### src/rtl/activation_interpolator_pipe.sv
// Piecewise-linear activation function: a signed register LUT addressed by the top bits of
// the offset sample, linearly interpolated on the low bits, in a three-stage stallable pipeline.
module activation_interpolator_pipe #(
    parameter int DATA_W = 8,
    parameter int ADDR_W = 4
) (
    input  logic                     clk,
    input  logic                     rst,
    input  logic                     lut_we,
    input  logic [ADDR_W-1:0]        lut_addr,
    input  logic signed [DATA_W-1:0] lut_data,
    input  logic                     in_valid,
    output logic                     in_ready,
    input  logic signed [DATA_W-1:0] in_x,
    input  logic                     in_mode,
    output logic                     out_valid,
    input  logic                     out_ready,
    output logic signed [DATA_W-1:0] out_y
);

    localparam int REM_W  = DATA_W - ADDR_W;
    localparam int DEPTH  = 1 << ADDR_W;
    localparam int PROD_W = DATA_W + REM_W + 2;
    localparam logic [DATA_W-1:0] BIAS = {1'b1, {(DATA_W-1){1'b0}}};

    logic signed [DATA_W-1:0] lut [DEPTH];

    logic                     advance;
    logic [DATA_W-1:0]        u;
    logic [ADDR_W-1:0]        idx;
    logic [ADDR_W-1:0]        next_idx;

    logic                     s1_valid;
    logic                     s1_mode;
    logic signed [DATA_W-1:0] s1_base;
    logic signed [DATA_W-1:0] s1_next;
    logic [REM_W-1:0]         s1_rem;

    logic signed [DATA_W:0]   diff;
    logic signed [PROD_W-1:0] diff_ext;
    logic signed [PROD_W-1:0] rem_ext;
    logic signed [PROD_W-1:0] prod;

    logic                     s2_valid;
    logic                     s2_mode;
    logic signed [DATA_W-1:0] s2_base;
    logic signed [PROD_W-1:0] s2_prod;
    logic signed [DATA_W-1:0] y_lin;

    // One stall signal freezes every stage at once, so no skid storage is needed.
    assign advance  = !out_valid || out_ready;
    assign in_ready = advance;

    // Offsetting by half range turns the signed sample into an unsigned table coordinate.
    assign u        = in_x + BIAS;
    assign idx      = u[DATA_W-1 -: ADDR_W];
    assign next_idx = (idx == {ADDR_W{1'b1}}) ? idx : idx + 1'b1;

    // LUT writes are independent of the pipeline stall.
    always_ff @(posedge clk or posedge rst) begin
        if (rst) begin
            for (int i = 0; i < DEPTH; i++) begin
                lut[i] <= '0;
            end
        end else if (lut_we) begin
            lut[lut_addr] <= lut_data;
        end
    end

    // Stage 1: table read; a write in the same cycle lands after this read.
    always_ff @(posedge clk or posedge rst) begin
        if (rst) begin
            s1_valid <= 1'b0;
            s1_mode  <= 1'b0;
            s1_base  <= '0;
            s1_next  <= '0;
            s1_rem   <= '0;
        end else if (advance) begin
            s1_valid <= in_valid;
            s1_mode  <= in_mode;
            s1_base  <= lut[idx];
            s1_next  <= lut[next_idx];
            s1_rem   <= u[REM_W-1:0];
        end
    end

    // Full-precision slope times fraction; the remainder is zero-extended so it stays positive.
    assign diff     = {s1_next[DATA_W-1], s1_next} - {s1_base[DATA_W-1], s1_base};
    assign diff_ext = {{(PROD_W-DATA_W-1){diff[DATA_W]}}, diff};
    assign rem_ext  = {{(PROD_W-REM_W){1'b0}}, s1_rem};
    assign prod     = diff_ext * rem_ext;

    // Stage 2: multiply.
    always_ff @(posedge clk or posedge rst) begin
        if (rst) begin
            s2_valid <= 1'b0;
            s2_mode  <= 1'b0;
            s2_base  <= '0;
            s2_prod  <= '0;
        end else if (advance) begin
            s2_valid <= s1_valid;
            s2_mode  <= s1_mode;
            s2_base  <= s1_base;
            s2_prod  <= prod;
        end
    end

    // Arithmetic shift floors toward minus infinity; the sum wraps to the result width.
    assign y_lin = DATA_W'(PROD_W'(s2_base) + (s2_prod >>> REM_W));

    // Stage 3: add and register the result.
    always_ff @(posedge clk or posedge rst) begin
        if (rst) begin
            out_valid <= 1'b0;
            out_y     <= '0;
        end else if (advance) begin
            out_valid <= s2_valid;
            out_y     <= s2_mode ? s2_base : y_lin;
        end
    end

endmodule

### config.mk
export PLATFORM = sky130hd
export DESIGN_NAME = activation_interpolator_pipe
export DESIGN_NICKNAME = d
export VERILOG_FILES = /design/src/rtl/activation_interpolator_pipe.sv
export SDC_FILE = /design/constraint.sdc
export NUM_CORES = 1
export LEC_CHECK = 0
export CAP_MARGIN = 0
export CELL_PAD_IN_SITES_DETAIL_PLACEMENT = 0
export CELL_PAD_IN_SITES_GLOBAL_PLACEMENT = 1
export CORE_MARGIN = 2
export CORE_UTILIZATION = 25
export CTS_BUF_LIST = sky130_fd_sc_hd__clkbuf_4
export DETAILED_ROUTE_END_ITERATION = 10
export PLACE_DENSITY = 0.48
export SYNTH_ARGS = -nofsm -noshare
export SYNTH_HDL_FRONTEND = slang
export SYNTH_SLANG_ARGS = --single-unit
### constraint.sdc
create_clock -name clk -period 7.9 [get_ports clk]
set_input_delay 1.58 -clock clk [delete_from_list [all_inputs] [get_ports clk]]
set_output_delay 1.58 -clock clk [all_outputs]
set_load 0.005 [all_outputs]
==> results of run 1 <==
sequential cells by signal, indices dropped and copies added (netlist names):
name	flops
lut	128
out_y	8
s1_base	8
s1_next	8
s2_base	8
s2_prod	8
s1_rem	4
out_valid	1
s1_mode	1
s1_valid	1
s2_mode	1
s2_valid	1
placed cells by master (no fill, tap or decap), types with 16 or more instances in the layout:
cell type / instances
o21ai_0: 29
ha_1: 35
and2_1: 21
fa_1: 17
nand2_1: 93
inv_1: 48
mux4_2: 67
clkbuf_4: 17
dfrtp_1: 177
mux2_2: 129
clkdlybuf4s50_1: 33
a21oi_1: 22
nor2_1: 24
xnor2_1: 16
how the worst min path moves through the flow:
stage,end,slack (ps),cells after the start
finish,s2_valid$_DFFE_PP0P_,480,2
global route,out_valid$_DFFE_PP0P_,510,1
CTS,s2_valid$_DFFE_PP0P_,490,2
detailed placement,s2_valid$_DFFE_PP0P_,450,2
global placement,s2_valid$_DFFE_PP0P_,440,2
floorplan,s2_valid$_DFFE_PP0P_,430,2
critical path, stage by stage, from the launching register on:
cell      delay, ps
dfrtp_1         480
ha_1            290
nor2b_1         130
o21ai_0         200
a21boi_0        150
o21ai_0         240
nor2b_1         190
xnor2_1         200
and2_1          180
ha_1            240
fa_1            530
inv_1            50
fa_1            520
inv_1            40
ha_1            190
o41a_1          480
a31o_2          290
a21oi_1         170
xnor2_1         130
a21oi_1          80
final cells by class:
cell class              instances  area [um^2]
flip-flops and latches        177         4430
multi-input cells             567         5670
fillers                      4387        30000
diodes                          2         5.00
repair buffers                 50          453
clock inverters                15          154
clock buffers                  17          128
well taps                     539          674
inverters                      50          193
kinds of logic after synthesis:
family                   share of synthesized area (%)
XOR/XNOR                                          2.28
multiplexers                                      30.3
AND/OR/NAND/NOR                                   9.24
AO/OA/AOI/OAI                                     4.44
flip-flops                                        42.2
adder cells (fa/ha/maj)                           7.42
buffers and inverters                             4.10
through the flow:
| stage | util [%] | setup slack [ps] | power [W] |
|---|---|---|---|
| floorplan | - | 1520 | 0.00328 |
| global placement | 27.4 | 2770 | 0.00385 |
| detailed placement | 27.4 | 2730 | 0.00387 |
| CTS | 28.1 | 2910 | 0.00444 |
| global route | 28.1 | 2630 | 0.00481 |
| finish | 28.1 | 2990 | 0.00433 |
power by group:
group          switching, W  internal [W]  leakage [nW]
combinational       0.00119       0.00119          2.61
sequential         0.000220       0.00118          2.17
clock              0.000358      0.000192         0.151
total               0.00177       0.00257          4.93
routing by layer:
layer	track usage [%]	vias up
li1	-	3060
met1	18.0	3471
met2	22.8	67
met3	2.78	22
met4	3.45	0
met5	0	-
==> impl_results.md, run 1 <==
- Die Y-Extent: 209 um
- Startpoint Class: flop
- Cells after Synth: 840
- Number of remaining DRC errors: 0
- Number of synthesized register bits: 177
- Post-CTS sizing: 0
- Number of global-route vias before repair: 6924
- Min-delay src: s2_valid$_DFFE_PP0P_
- DP Area: 11400 um^2
- Unrepaired setup endpoints after global routing: no
- Routed vias: 6620
- Layout cells sized above 1: 29.6%
- Cell Pwr Density: 370 nW/um^2
- CP Class: flop to flop
- Die W: 209 um
- # clock sinks: 177
- Post-synthesis sequential area ratio: 42.2%
- Top layer in use: met4
- Number of port buffers: 35
- Peak supply drop: 0.163 mV
- DRT iter0 DRCs: 283
- Top_reg_cell synth: dfrtp_1
- Placer Congestion: 0.713
- Worst setup path endpoint: s2_prod[11]$_DFFE_PP0P_
- Count leader, synth: dfrtp_1
- R2R Path End: s2_prod[11]$_DFFE_PP0P_
- Initial antenna violation count: 2
- Drt first pass iters: 4
- Core area: 41700 um^2
- Crit path DAT: 5410 ps
- Status: completed
- Post-synth top area cell: dfrtp_1
- Worst-Margin Slew: 1070 ps
- EDFF count, synth: 0
- Worst hold path type: flop to flop
- Placed insts: 1383
- Worst r2r src: s1_next[1]$_DFFE_PP0P_
- Num rows: 75
- Final Critical Period: 4910 ps
- I/O pins: 36
- Reg2reg path depth: 19
- Slew Viols, Final: 0
- Clock root buffer: clkbuf_4
- Flop2flop setup slack: 2990 ps
- WL met2: 14000 um
- Post-DP HPWL: 18800 um
- Total global-route track usage: 13.6%
- Synth cell count leaders: dfrtp_1, mux2_2, nand2_1
- DR WL met3: 606 um
- Routed WL: 28100 um
- Max_cap viols: 0
- Global-route wire length before repair: 44200 um
- Crit share post-route: 62.2%
- Synthesized area: 10500 um^2
- GRT overflow: 0
- Synth area leaders: dfrtp_1, mux4_2, mux2_2, ha_1, nand2_1
- Final hold slack: 480 ps
- Via density: 4.67
- Critical path fanouts, max: 4
- Clock tree buffer depth: 2
- Library cells used by synthesis: 53
- Async set-or-reset flop fraction in the synthesized netlist: 100%
- H-tree level count: 4
- Post-route ant nets: 0
- Yosys top cell area share: 42.2%
- Crit path launch: s1_next[1]$_DFFE_PP0P_
- Crit path required time: 8400 ps
- Synth Warn #: 0
- Final setup violation count: 0
- Pleak: 4.93 nW
- Syn_nets: 918
- Post-CTS setup buffer count: 0
- Reg clk slew, reported paths: 160 ps
- Final Hold Violating Endpoints: 0
- CTS tree: built
- Achievable Freq: 204 MHz
- Clk Latency, worst-skew pair: 630 ps
- Post-Route M1 WL: 13100 um
- Fin cells: 1417
- # nets final: 941
- Syn avg cell area: 12.5 um^2
- Worst-case headroom to the max-slew limit: 28.1%
- Initial Util: 25.2%
- Drt wl/cell: 19.8 um
- Largest net degree at the start of global routing: 94
- Worst Setup End Kind: flop
- Final instance area: 11700 um^2
- Num CTS Buffers: 17
- Die area: 43600 um^2
- Hold Buf Count CTS: 0
- Setup TNS: 0 ps
- Post-Route Skew: 27.4 ps
- Synth-to-Final Area Change: 11.6%
(Power assumes the default switching activity.)
==> inputs of run 2 (changes only) <==
--- a/config.mk
+++ b/config.mk
@@ -12,7 +12,7 @@
 export CORE_UTILIZATION = 25
 export CTS_BUF_LIST = sky130_fd_sc_hd__clkbuf_4
 export DETAILED_ROUTE_END_ITERATION = 10
-export PLACE_DENSITY = 0.48
+export PLACE_DENSITY = 0.5
 export SYNTH_ARGS = -nofsm -noshare
 export SYNTH_HDL_FRONTEND = slang
 export SYNTH_SLANG_ARGS = --single-unit
==> constraint.sdc (replaced) <==
create_clock -name clk -period 4 [get_ports clk]
set_input_delay 0.8 -clock clk [delete_from_list [all_inputs] [get_ports clk]]
set_output_delay 0.8 -clock clk [all_outputs]
set_load 0.005 [all_outputs]
==> run 2 against run 1 <==
Compared with the run above: the run now ends with negative setup slack left; via count increased by 3.5%; setup slack got worse by 3300 ps; power increased by 130%; non-clock buffer count increased by 68; combinational power increased to 2.7 times the previous value; critical path depth unchanged; register-to-register slack got worse by 3300 ps; global-route usage about the same; clock skew about the same; critical path type unchanged; critical endpoint unchanged.
==> impl_results.md, run 2 (same netlist as run 1, synthesis figures left out) <==
- Worst-case headroom to the max-slew limit: 38.8% (was 28.1%)
- Largest net degree at the start of global routing: 75 (was 94)
- CP peak stage delay: 500 ps (was 530 ps)
- Layout cells sized above 1: 37.9% (was 29.6%)
- Initial Util: 25.2% (unchanged)
- Sw Share: 39.0% (was 40.8%)
- Clock group share of total power: 10.7% (was 12.7%)
- Crit path required time: 4500 ps (was 8400 ps)
- Cell Pwr Density: 817 nW/um^2 (was 370 nW/um^2)
- GRT overflow: 0 (unchanged)
- Pleak: 5.30 nW (was 4.93 nW)
- Via density: 4.62 (was 4.67)
- Footprint of the multi-input gates: 5810 um^2 (was 5670 um^2)
- Failing checks: negative setup slack
- Post-route ant nets: 0 (unchanged)
- Post-DP HPWL: 19800 um (was 18800 um)
- Final core utilization: 29.8% (was 28.1%)
- DRT iter0 DRCs: 343 (was 283)
- Startpoint Class: flop (unchanged)
- Clk Latency, worst-skew pair: 620 ps (was 630 ps)
- Critical path fanouts, max: 3 (was 4)
- H-tree level count: 4 (unchanged)
- Comb pwr share: 62.3% (was 54.9%)
- Net switching power: 0.00396 W (was 0.00177 W)
- Clock tree buffer depth: 2 (unchanged)
- Drt first pass iters: 4 (unchanged)
- Crit-path cells: inv_1 > ha_2 > fa_2 > nor2b_4 > o21a_1 > nor2_2 > xnor2_2 > and2_1 > ha_1 > fa_1 > inv_1 > fa_1 > inv_1 > ha_2 > o41a_1 > a31o_2 > a21oi_2 > xnor2_1 > a21oi_1 (was ha_1 > nor2b_1 > o21ai_0 > a21boi_0 > o21ai_0 > nor2b_1 > xnor2_1 > and2_1 > ha_1 > fa_1 > inv_1 > fa_1 > inv_1 > ha_1 > o41a_1 > a31o_2 > a21oi_1 > xnor2_1 > a21oi_1)
- Worst-Margin Slew: 915 ps (was 1070 ps)
- Crit-path slowest cell: fa_1 (unchanged)
- Final instance area: 12400 um^2 (was 11700 um^2)
- Crit-path leading delay family: adder cells (unchanged)
- Placer Congestion: 0.754 (was 0.713)
- Fin worst setup slack: -325 ps (was 2990 ps)
- Number of port buffers: 35 (unchanged)
- Commonest non-fill, non-tap cell in the layout: dfrtp_1 (unchanged)
- Total global-route track usage: 13.6% (about the same)
- Commonest cells after routing, fill and taps aside: dfrtp_1, mux2_2, nand2_1 (unchanged)
- Final hold slack: 490 ps (was 480 ps)
- Routed vias: 6849 (was 6620)
- Achievable Freq: 231 MHz (was 204 MHz)
- Crit share post-route: 108% (was 62.2%)
- Die W: 209 um (unchanged)
- # nets final: 1009 (was 941)
- Reg clk slew, reported paths: 160 ps (about the same)
- Max reg flops: 128 (unchanged)
- CP Class: flop to flop (unchanged)
- Num CTS Buffers: 17 (unchanged)
- Core area: 41700 um^2 (unchanged)
- Fillers: 4337 (was 4387)
- # clock sinks: 177 (unchanged)
- Fin cells: 1484 (was 1417)
- Placed insts: 1446 (was 1383)
- Final Hold Violating Endpoints: 0 (unchanged)
- Buffers & Inverters on Critical Path: 3 (was 2)
- Global-route wire length before repair: 44300 um (was 44200 um)
- Final setup violation count: 4 (was 0)
- Die area: 43600 um^2 (unchanged)
- Die Y-Extent: 209 um (unchanged)
- I/O pins: 36 (unchanged)
- Routed WL: 28500 um (was 28100 um)
- Number of remaining DRC errors: 0 (unchanged)
- Register area: 4430 um^2 (unchanged)
- Tot Pwr: 0.0101 W (was 0.00433 W)
- Clock root buffer: clkbuf_4 (unchanged)
- Seq pwr share: 27.1% (was 32.4%)
- Largest reg by FF count: lut (unchanged)
- Synth-to-Final Area Change: 18.4% (was 11.6%)
- Peak supply drop: 0.554 mV (was 0.163 mV)
- Power Internal: 0.00618 W (was 0.00257 W)
- Worst hold path type: flop to flop (unchanged)
- Final Critical Period: 4320 ps (was 4910 ps)
- Crit path DAT: 4820 ps (was 5410 ps)
- Unrepaired setup endpoints after global routing: yes (was no)
- Number of global-route vias before repair: 7214 (was 6924)
- Worst Setup End Kind: flop (unchanged)
- Cell repeated most along the worst path: inv_1 (was ha_1)
- Post-Route Skew: 27.5 ps (was 27.4 ps)
- Num rows: 75 (unchanged)
- Slew Viols, Final: 0 (unchanged)
- CTS tree: built (unchanged)
- Drt wl/cell: 19.2 um (was 19.8 um)
- Max_cap viols: 0 (unchanged)
- DP Area: 12000 um^2 (was 11400 um^2)
- Status: complete, but fails checks (was completed)
- Initial antenna violation count: 1 (was 2)
[run 2: layer usage]
layer,wire (um),vias up,track usage [%]
li1,-,3199,-
met1,12700,3541,17.2
met2,14500,90,23.7
met3,871,17,3.25
met4,326,2,2.88
met5,13,-,0
[run 2: tightest hold or removal path, cell delays in order (launching register included)]
cell and delay (ps):
dfrtp_1 370, nand2_1 50, nand2_1 50
[run 2: path summary, 6_finish.rpt]
kind / startpoint / to / slack [ps] / cells past startpoint
max: s1_next[0]$_DFFE_PP0P_ / s2_prod[11]$_DFFE_PP0P_ / -320 / 19
min: s2_valid$_DFFE_PP0P_ / s2_valid$_DFFE_PP0P_ / 490 / 2
max reg2reg: s1_next[0]$_DFFE_PP0P_ / s2_prod[11]$_DFFE_PP0P_ / -320 / 19
min reg2reg: s2_valid$_DFFE_PP0P_ / s2_valid$_DFFE_PP0P_ / 490 / 2
max in group asynchronous: rst / s1_next[5]$_DFFE_PP0P_ / 2500 / 3
min in group asynchronous: rst / s2_base[2]$_DFFE_PP0P_ / 630 / 2
[run 2: timing repair]
| item | 4_1_cts | 5_1_grt |
|---|---|---|
| setup buffers | 2 | 3 |
| pin swaps | 6 | 12 |
| gates resized for setup | 12 | 13 |
| setup endpoints to repair | 5 | 6 |
| hold buffers | 0 | 0 |
| hold endpoints to repair | 0 | 0 |
| cloned | 0 | 0 |
[run 2: final cells by class]
| class | instances | area share (%) |
|---|---|---|
| Inverter | 50 | 1.54 |
| Timing Repair Buffer | 118 | 8.13 |
| Sequential cell | 177 | 35.7 |
| Clock inverter | 15 | 1.37 |
| Tap cell | 539 | 5.43 |
| Multi-Input combinational cell | 567 | 46.8 |
| Antenna cell | 1 | 0.0202 |
| Clock buffer | 17 | 1.03 |
[run 2: per-stage QoR]
| stage | setup WS [ps] | TNS (ps) |
|---|---|---|
| 3_3_place_gp | -313 | -788 |
| 4_1_cts | -325 | -1020 |
| 6_report | -325 | -974 |
| 3_5_place_dp | -347 | -974 |
| 2_1_floorplan | -131 | -162 |
| 5_1_grt | -513 | -2010 |
[run 2: power groups by stage]
stage	clock network [W]	registers, W	logic [W]
CTS	0.00115	0.00275	0.00623
detailed placement	0	0.00280	0.00588
global route	0.00122	0.00283	0.00719
finish	0.00108	0.00274	0.00631
floorplan	0	0.00262	0.00410
global placement	0	0.00279	0.00585
==> inputs of run 3 (changes only) <==
--- a/config.mk
+++ b/config.mk
@@ -12,7 +12,10 @@
 export CORE_UTILIZATION = 25
 export CTS_BUF_LIST = sky130_fd_sc_hd__clkbuf_4
 export DETAILED_ROUTE_END_ITERATION = 10
+export GPL_TIMING_DRIVEN = 0
 export PLACE_DENSITY = 0.5
+export SKIP_CTS_REPAIR_TIMING = 1
+export SLEW_MARGIN = 20
 export SYNTH_ARGS = -nofsm -noshare
 export SYNTH_HDL_FRONTEND = slang
 export SYNTH_SLANG_ARGS = --single-unit
==> run 3 against run 2 <==
Compared with the run above: clock skew is 5.2 ps lower; critical path depth shrank 2; combinational power fell by 8.2%; count of clock-buffer cells in the layout rose by 1; the flow still finishes with violations (negative setup slack); via count about the same; flip-flop and latch count unchanged; register-to-register slack got worse by 100 ps; sequential share of layout area up 0.29 points; die area unchanged; sequential power about the same; first-iteration DRC count shrank 3.8%; highest routed layer is now met4; cell count shrank 1.8%.
==> impl_results.md, run 3 (same netlist as run 1, synthesis figures left out) <==
- Status: complete, but fails checks (unchanged)
- Failing checks: negative setup slack (unchanged)
- Crit path required time: 4480 ps (was 4500 ps)
- Final Critical Period: 4430 ps (was 4320 ps)
- Total global-route track usage: 14.7% (was 13.6%)
- Num rows: 75 (unchanged)
- Fin worst setup slack: -426 ps (was -325 ps)
- Placer Congestion: 0.777 (was 0.754)
- Critical path fanouts, max: 4 (was 3)
- H-tree level count: 4 (unchanged)
- DRT iter0 DRCs: 330 (was 343)
- Worst r2r src: s1_base[0]$_DFFE_PP0P_ (was s1_next[0]$_DFFE_PP0P_)
- Commonest non-fill, non-tap cell in the layout: dfrtp_1 (unchanged)
- CTS tree: built (unchanged)
- # nets final: 983 (was 1009)
- Pleak: 5.13 nW (was 5.30 nW)
- Via density: 4.70 (was 4.62)
- Max_cap viols: 0 (unchanged)
- Final Hold Violating Endpoints: 0 (unchanged)
- Synth-to-Final Area Change: 17.4% (was 18.4%)
- Post-Route Skew: 22.3 ps (was 27.5 ps)
- Reg clk slew, reported paths: 160 ps (about the same)
- Commonest cells after routing, fill and taps aside: dfrtp_1, mux2_2, nand2_1 (unchanged)
- Worst-Margin Slew: 1180 ps (was 915 ps)
- Drt first pass iters: 4 (unchanged)
- Clock tree buffer depth: 2 (unchanged)
- Clk Latency, worst-skew pair: 610 ps (was 620 ps)
- Crit path launch: s1_base[0]$_DFFE_PP0P_ (was s1_next[0]$_DFFE_PP0P_)
- Fin cells: 1458 (was 1484)
- Peak supply drop: 0.491 mV (was 0.554 mV)
- Num CTS Buffers: 17 (unchanged)
- Crit path DAT: 4910 ps (was 4820 ps)
- Worst Setup End Kind: flop (unchanged)
- Number of global-route vias before repair: 7210 (was 7214)
- Crit-path cells: ha_4 > fa_2 > xnor2_2 > and2_1 > ha_1 > inv_1 > fa_1 > fa_1 > inv_1 > ha_4 > a21oi_2 > o22ai_2 > o41a_1 > a31o_4 > a21oi_2 > xnor2_1 > a21oi_1 (was inv_1 > ha_2 > fa_2 > nor2b_4 > o21a_1 > nor2_2 > xnor2_2 > and2_1 > ha_1 > fa_1 > inv_1 > fa_1 > inv_1 > ha_2 > o41a_1 > a31o_2 > a21oi_2 > xnor2_1 > a21oi_1)
- Die W: 209 um (unchanged)
- Final core utilization: 29.6% (was 29.8%)
- Global-route wire length before repair: 47200 um (was 44300 um)
- Tot Pwr: 0.00972 W (was 0.0101 W)
- Initial antenna violation count: 1 (unchanged)
- Initial Util: 25.2% (unchanged)
- Clock root buffer: clkbuf_4 (unchanged)
- CP peak stage delay: 550 ps (was 500 ps)
- Unrepaired setup endpoints after global routing: yes (unchanged)
- Worst hold path type: flop to flop (unchanged)
- Die area: 43600 um^2 (unchanged)
- Max reg flops: 128 (unchanged)
- Layout cells sized above 1: 33.6% (was 37.9%)
- Crit-path slowest cell: fa_1 (unchanged)
- Fillers: 4332 (was 4337)
- Min-delay src: s1_valid$_DFFE_PP0P_ (was s2_valid$_DFFE_PP0P_)
- Number of remaining DRC errors: 0 (unchanged)
- Routed WL: 30900 um (was 28500 um)
- Final setup violation count: 5 (was 4)
- Cell Pwr Density: 789 nW/um^2 (was 817 nW/um^2)
- GRT overflow: 0 (unchanged)
- Largest reg by FF count: lut (unchanged)
- Achievable Freq: 226 MHz (was 231 MHz)
- Drt wl/cell: 21.2 um (was 19.2 um)
- Placed insts: 1420 (was 1446)
- Slew Viols, Final: 0 (unchanged)
- Startpoint Class: flop (unchanged)
- Crit share post-route: 111% (was 108%)
- CP Class: flop to flop (unchanged)
- # clock sinks: 177 (unchanged)
- Number of port buffers: 32 (was 35)
- Post-route ant nets: 0 (unchanged)
- Post-DP HPWL: 22000 um (was 19800 um)
- Largest net degree at the start of global routing: 31 (was 75)
- Routed vias: 6855 (was 6849)
- Die Y-Extent: 209 um (unchanged)
- I/O pins: 36 (unchanged)
- Core area: 41700 um^2 (unchanged)
- Worst-case headroom to the max-slew limit: 21.3% (was 38.8%)
## run 3: stage by stage
stage                     hold WS [ps]  setup WS [ps]  TNS, ps  cell area, um^2
after floorplan                    430           -131     -162            10600
after global placement             457           -883  -153810            11500
after detailed placement           461           -628    -2360            11800
after CTS                          467           -652    -2560            12100
after global routing               470           -606    -2230            12300
final                              496           -426    -1250            12300
## run 3: report_power, final
part           internal [W]  switching, W  leakage (nW)
Clock              0.000465      0.000736         0.172
Sequential          0.00234      0.000389          2.16
Combinational       0.00285       0.00294          2.80
Total               0.00566       0.00406          5.13
## run 3: layout make-up
cell class                      instances  area (um^2)  share of cell area, %
Sequential cell                       177         4430                   36.0
Clock buffer                           18          135                   1.10
Multi-Input combinational cell        567         5890                   47.8
Clock inverter                         14          201                   1.64
Antenna cell                            1         2.50                 0.0203
Timing Repair Buffer                   46          547                   4.44
Tap cell                              539          674                   5.48
Buffer                                 46          243                   1.97
Inverter                               50          191                   1.55
## run 3: final timing paths
check | end | slack (ps) | cells past startpoint
worst min-delay path | s1_valid$_DFFE_PP0P_ | 500 | 2
worst max register to register | s2_prod[11]$_DFFE_PP0P_ | -430 | 17
max in group asynchronous | lut[11]$_DFFE_PP0P_ | 2200 | 7
min in group asynchronous | s2_prod[5]$_DFFE_PP0P_ | 510 | 2
worst min register to register | s1_valid$_DFFE_PP0P_ | 500 | 2
worst max-delay path | s2_prod[11]$_DFFE_PP0P_ | -430 | 17
## run 3: critical path, delay by kind of cell (launching register included)
kind | cells | cell delay, ps
AND/OR/NAND/NOR | 1 | 180
buffers and inverters | 2 | 140
AO/OA/AOI/OAI | 6 | 1160
XOR/XNOR | 2 | 310
flip-flops | 1 | 450
adder cells (fa/ha/maj) | 6 | 2080
## run 3: layer usage
layer | track usage, % | wire length (um) | up-vias
li1 | - | - | 3152
met4 | 3.45 | 350 | 0
met2 | 24.6 | 15300 | 99
met3 | 2.46 | 951 | 15
met5 | 0 | 0 | -
met1 | 20.0 | 14300 | 3589
